### config.mk
export PLATFORM = sky130hd
export DESIGN_NAME = instr_fetch_unit
export DESIGN_NICKNAME = d
export VERILOG_FILES = /design/src/rtl/instr_fetch_unit.sv
export SDC_FILE = /design/constraint.sdc
export NUM_CORES = 1
export LEC_CHECK = 0
export ABC_AREA = 1
export CAP_MARGIN = 40
export CORE_MARGIN = 1.5
export CORE_UTILIZATION = 40
export CTS_BUF_LIST = sky130_fd_sc_hd__clkbuf_2
export CTS_CLUSTER_SIZE = 8
export DETAILED_ROUTE_END_ITERATION = 6
export GPL_TIMING_DRIVEN = 1
export PLACE_DENSITY = 0.76
export SLEW_MARGIN = 15
export SYNTH_ARGS = -nofsm -noshare
export SYNTH_HDL_FRONTEND = slang
export SYNTH_SLANG_ARGS = --single-unit
### constraint.sdc
create_clock -name clk -period 5.1 [get_ports clk]
set_clock_uncertainty 0.1 [all_clocks]
set_input_delay 1.275 -clock clk [delete_from_list [all_inputs] [get_ports clk]]
set_output_delay 1.275 -clock clk [all_outputs]
set_load 0.005 [all_outputs]
### src/rtl/instr_fetch_unit.sv
// Instruction fetch and next-PC sequencer. It owns the PC, fetches words over a req/ack
// handshake, and on retire picks the next PC: sequential, absolute jump or relative branch.
module instr_fetch_unit #(
  parameter logic [31:0] RESET_PC = 32'h0000_0000,
  parameter int          COUNT_W  = 32
) (
  input  logic               clk,
  input  logic               rst,
  output logic               imem_req,
  output logic [31:0]        imem_addr,
  input  logic               imem_ack,
  input  logic [31:0]        imem_rdata,
  output logic [31:0]        IR,
  output logic               ir_valid,
  input  logic               ir_ready,
  input  logic               Jump,
  input  logic [2:0]         condition,
  input  logic               cmp_zero,
  input  logic               cmp_neg,
  output logic [31:0]        pc,
  output logic [31:0]        pc_plus4,
  output logic [COUNT_W-1:0] retired
);

  // state | meaning
  // FETCH | request outstanding at PC, waiting for imem_ack
  // HOLD  | IR valid, waiting for the datapath to retire it
  typedef enum logic {FETCH, HOLD} state_t;

  state_t             state;
  logic [31:0]        pc_q;
  logic [31:0]        ir_q;
  logic [COUNT_W-1:0] retired_q;
  logic               req_q;
  logic               valid_q;
  logic               taken;
  logic [31:0]        br_off;
  logic [31:0]        next_pc;
  logic [31:0]        seq_pc;

  assign seq_pc = pc_q + 32'd4;
  assign br_off = {{14{ir_q[15]}}, ir_q[15:0], 2'b00};

  always_comb begin
    taken = 1'b0;
    case (condition)
      3'b001:  taken = cmp_zero;
      3'b010:  taken = !cmp_zero;
      3'b011:  taken = !cmp_neg;
      3'b100:  taken = !cmp_neg && !cmp_zero;
      3'b101:  taken = cmp_neg || cmp_zero;
      3'b110:  taken = cmp_neg;
      default: taken = 1'b0;
    endcase
  end

  always_comb begin
    next_pc = seq_pc;
    if (Jump)
      next_pc = {seq_pc[31:28], ir_q[25:0], 2'b00};
    else if (taken)
      next_pc = seq_pc + br_off;
  end

  // imem_req stays low for the first cycle after reset, so an ack seen before the
  // request is raised is never captured.
  always_ff @(posedge clk or posedge rst) begin
    if (rst) begin
      state     <= FETCH;
      pc_q      <= {RESET_PC[31:2], 2'b00};
      ir_q      <= 32'd0;
      retired_q <= '0;
      req_q     <= 1'b0;
      valid_q   <= 1'b0;
    end else begin
      case (state)
        FETCH: begin
          req_q <= 1'b1;
          if (req_q && imem_ack) begin
            ir_q    <= imem_rdata;
            req_q   <= 1'b0;
            valid_q <= 1'b1;
            state   <= HOLD;
          end
        end
        HOLD: begin
          if (ir_ready) begin
            pc_q      <= {next_pc[31:2], 2'b00};
            retired_q <= retired_q + {{(COUNT_W-1){1'b0}}, 1'b1};
            valid_q   <= 1'b0;
            req_q     <= 1'b1;
            state     <= FETCH;
          end
        end
        default: state <= FETCH;
      endcase
    end
  end

  assign imem_req  = req_q;
  assign imem_addr = pc_q;
  assign IR        = ir_q;
  assign ir_valid  = valid_q;
  assign pc        = pc_q;
  assign pc_plus4  = seq_pc;
  assign retired   = retired_q;

endmodule

-- After elaboration in Yosys (flattened, before gate mapping)
Cells that the tools add are included.
- bits in registers: 97
- input port bits: 42
- output and inout bits: 162
- logic and storage cells: 38
- add/sub/neg operators: 3
- eq/ne operators: 8
- mux-type cells: 12
- bitwise gates (word level): 1
- reduce and logical (&&, ||, !) cells: 8
- operators with widths (kind ; number):
    $mux 32 ; 2
    $add 32x1->32 const B ; 1
    $add 32x3->32 const B ; 1
    $add 32x32->32 ; 1
    $eq 3x3->1 const B ; 3
    $eq 3x2->1 const B ; 2
    $mux 1 ; 6
    $pmux 1 s2 ; 3
    $pmux 1 s6 ; 1
    $reduce_and 2->1 ; 3
    $ne 2x2->1 const B ; 2
    $eq 3x1->1 const B ; 1
    $logic_and 1x1->1 ; 2
    $logic_not 1->1 ; 2
    $logic_or 1x1->1 ; 1
    $not 1->1 ; 1

-- Depth between registers and ports, before layout
- word-level depth: 5
- depth in mapped cells: 23

-- Worst setup path before layout
Ideal clock, no wire load.
- kind: register to register
- from: reg pc_q[2] (netlist: imem_addr[2])
- to: reg pc_q[15] (netlist: imem_addr[15])
- setup time: 117 ps
- arrival: 2690 ps
- setup slack: 2193 ps
- stages on the path, launching flop included: 20
- path through: dfrtp_1 -> ha_1 -> nand2_1 -> nor2_4 -> nand2_4 -> nor2_8 -> xor2_1 -> inv_1 -> ha_1 -> nand2_1 -> inv_1 -> nand2_1 -> inv_1 -> a21oi_1 -> nand2_1 -> or2_2 -> nand3_1 -> nand3_1 -> nand2_1 -> nand2_1
- cells in the longest elaborated chain, start to end: 4
- RTL lines (what ; RTL line ; RTL):
    from (decl) ; 31 ; logic [31:0] pc_q;
    from (signal assigned) ; 70 ; pc_q <= {RESET_PC[31:2], 2'b00};
    from (signal assigned) ; 88 ; pc_q <= {next_pc[31:2], 2'b00};
    $add 32x3->32 ; 41 ; assign seq_pc = pc_q + 32'd4;
    named net pc_plus4[14] ; 21 ; output logic [31:0] pc_plus4,
    $add 32x32->32 ; 62 ; next_pc = seq_pc + br_off;
    $mux 32 ; 61 ; else if (taken)
    $mux 32 ; 59 ; if (Jump)
The timed path passes the listed nets, and every way through them passes these cells.
A chain may end at the register's enable or synchronous reset.

-- Worst setup path after layout
- from: reg pc_q[2] (netlist: imem_addr[2])
- to: out pc_plus4[26]
- cells in the longest elaborated chain, start to end: 1
- RTL lines (what ; RTL line):
    $add 32x3->32 ; 41
    to (decl) ; 21
No other way between the ends.

==> impl_results.md <==
- Max transition margin: 50.2%
- Core area: 0.0196 mm²
- Placed instance area: 0.0101 mm²
- Leak pwr: 5.14 nW
- Startpoint Class: flip-flop
- Number of setup buffers added after CTS: 0
- DRT antenna net count: 0
- Min Tclk post-route: 4.43 ns
- Max clock buf depth: 2
- Crit path required time: 3.72 ns
- Initial antenna violation count: 0
- HPWL after DPL: 21000 µm
- Clock power frac: 6.4%
- Max Cap Viol: 0
- CTS Sinks: 97
- Mapped cell area: 0.00804 mm²
- Drt via density: 5.03
- Largest net degree at the start of global routing: 44
- Non-Filler Instances: 1610
- DRC errors left: 0
- R2r worst-path depth: 21
- Internal power: 3.23 mW
- Comb pwr share: 70.4%
- Leading area contributor after synthesis: dfrtp_1
- Netlist cell types: 43
- IR drop worst, VDD: 0.229 mV
- Hold Crit Depth: 1
- Worst-skew pair later-pin latency: 0.64 ns
- Vias in the first global route: 7709
- First-pass detailed-route iteration total: 5
- Grt ovf: 0
- Fin. Hold Viols: 0
- Unrepaired setup endpoints after global routing: false
- Sequential cell fraction of total power: 23.2%
- Status: completed
- Design area: 0.0102 mm²
- First-pass GRT wire length: 41000 µm
- Fill count: 1908
- Hold_buf cts: 0
- Final critical-path setup slack: 0.671 ns
- Worst setup EP type: output port
- CTS Buf Count: 9
- Final Power: 6.53 mW
- WL per Instance: 16.3 µm
- Power per cell area: 640 mW/mm²
- Setup TNS: 0 ns
- Final core occ: 52.1%
- IO Pins: 204
- Critical path class: reg -> out
- Switching power share of the total: 50.6%
- CTS resizes: 0
- Number of I/O port buffers: 197
- GP Congestion: 0.991
- Cells after synthesis: 1174
- Post-synthesis area per instance: 6.84 µm²
- Final Slew Violations: 0
- Final setup violation count: 0
- Worst-path fanout max: 7
- P_sw: 3.30 mW
- Worst-path clk slew: 0.28 ns
- Synth area leaders: dfrtp_1 30%, nand2_1 17%, inv_1 7.0%
- Gr usage total: 25.6%
- Seq cells post-synth: 97
- Area Growth Syn to Fin: 27.0%
- Worst EP arrival: 3.05 ns
- Starting Density: 41.0%
- Hold Crit Class: reg -> reg
- Warnings, synthesis: 0
- Row Count: 51
- Initial drt markers: 577
- Slew @ Worst Pin: 0.747 ns
- Fin crit share: 86.8%
- DIE AREA: 0.0209 mm²
- Share of post-route cells with drive strength above 1: 7.88%
- Placed cell count: 1594
- Area share of the largest cell type after synthesis: 30.2%
- Die X-Extent: 145 µm
- Die span in y: 145 µm
- H-tree depth: 3
- N_diodes: 0
- Hold Slack: 0.395 ns
- Dpl ws: 1.29 ns
- Sequential area share after synthesis: 30.2%
- TritonCTS clock tree: yes
- Final WL: 26200 µm
- DR vias: 8102
- Highest clock rate: 0.226 GHz
- Root buffer cell: clkbuf_2
- Final nets: 1420
[cell usage after synthesis (all sizes together)]
cell type,number
buf,47
conb,1
nand2,381
dfrtp,97
fa,1
nor2,126
and2,4
inv,157
nand3,83
o22ai,1
nor3,18
clkinv,1
nand3b,4
xnor2,17
a21oi,51
o21ai,30
o211ai,5
and3,1
or2,11
mux2,30
nor4,1
o21bai,6
clkbuf,9
ha,37
nand4,17
xor2,36
a21o,2
[state kept, by name (all words and copies together), names as in the netlist]
name,count
imem_addr,30
imem_req,1
retired,32
IR,32
state,1
ir_valid,1
[worst max-delay path, stage by stage, from the launching register on]
cell and delay (ns):
dfrtp_1 0.54, ha_1 0.36, nand2_1 0.14, nor2_4 0.18, nand2_4 0.10, nor2_8 0.13, nand3_2 0.11, inv_2 0.09
nand2_1 0.05, nand2_1 0.08, nand2_1 0.07, inv_1 0.10, clkdlybuf4s50_1 0.51
[layout by cell type (no fill, tap or decap), types with 8 or more instances in the layout]
| cell type | instances |
|---|---|
| nand2_1 | 372 |
| clkdlybuf4s50_1 | 197 |
| inv_1 | 149 |
| nor2_1 | 113 |
| dfrtp_1 | 97 |
| nand3_1 | 76 |
| a21oi_1 | 51 |
| ha_1 | 37 |
| xor2_1 | 36 |
| mux2_2 | 30 |
| nand4_1 | 17 |
| o21ai_0 | 16 |
| xnor2_1 | 16 |
| o21ai_1 | 14 |
| nor3_1 | 14 |
| or2_2 | 9 |
| clkbuf_2 | 9 |
| buf_4 | 8 |
[per-layer routing]
metal	wire length, µm	share of wire (%)	GRT usage (%)
met2	12100	46	41.6
met1	11700	45	34.3
met3	1880	7.2	5.33
met5	0	0	0
met4	569	2.2	7.92
[path summary, 6_finish.rpt]
check	from	end	slack, ns
max in group asynchronous	rst	IR[28]$_DFFE_PP0P_	3.10
min reg2reg	retired[31]$_DFFE_PP0P_	retired[31]$_DFFE_PP0P_	0.40
min in group asynchronous	rst	imem_addr[16]$_DFFE_PP0P_	0.90
min	retired[31]$_DFFE_PP0P_	retired[31]$_DFFE_PP0P_	0.40
max	imem_addr[2]$_DFFE_PP0P_	pc_plus4[26]	0.67
max reg2reg	imem_addr[2]$_DFFE_PP0P_	imem_addr[26]$_DFFE_PP0P_	1.31
[power groups by stage]
| stage | combinational, mW | sequential [mW] | clock, mW |
|---|---|---|---|
| floorplan | 2.84 | 1.38 | 0 |
| global placement | 4.48 | 1.51 | 0 |
| detailed placement | 4.54 | 1.52 | 0 |
| CTS | 4.56 | 1.51 | 0.427 |
| global route | 5.15 | 1.56 | 0.448 |
| finish | 4.59 | 1.52 | 0.418 |
[layout make-up]
class | instances | area (µm²) | share of cell area (%)
multi-input cells | 868 | 4680 | 45.8
inverters | 158 | 598 | 5.86
well taps | 265 | 332 | 3.25
clock buffers | 9 | 45.0 | 0.441
clock inverters | 7 | 76.3 | 0.748
flip-flops and latches | 97 | 2430 | 23.8
repair buffers | 206 | 2050 | 20.1
[logic make-up (layout without fill, tap and decap cells)]
family	after synthesis	after routing	synth area share, %
adder cells (fa/ha/maj)	38	38	6.01
XOR/XNOR	53	53	5.87
multiplexers	30	30	4.20
buffers and inverters	214	380	11.9
AND/OR/NAND/NOR	646	646	35.5
AO/OA/AOI/OAI	95	95	6.34
flip-flops	97	97	30.2
other	1	6	0.0467
Note: power is estimated with default switching activity, not from simulation.
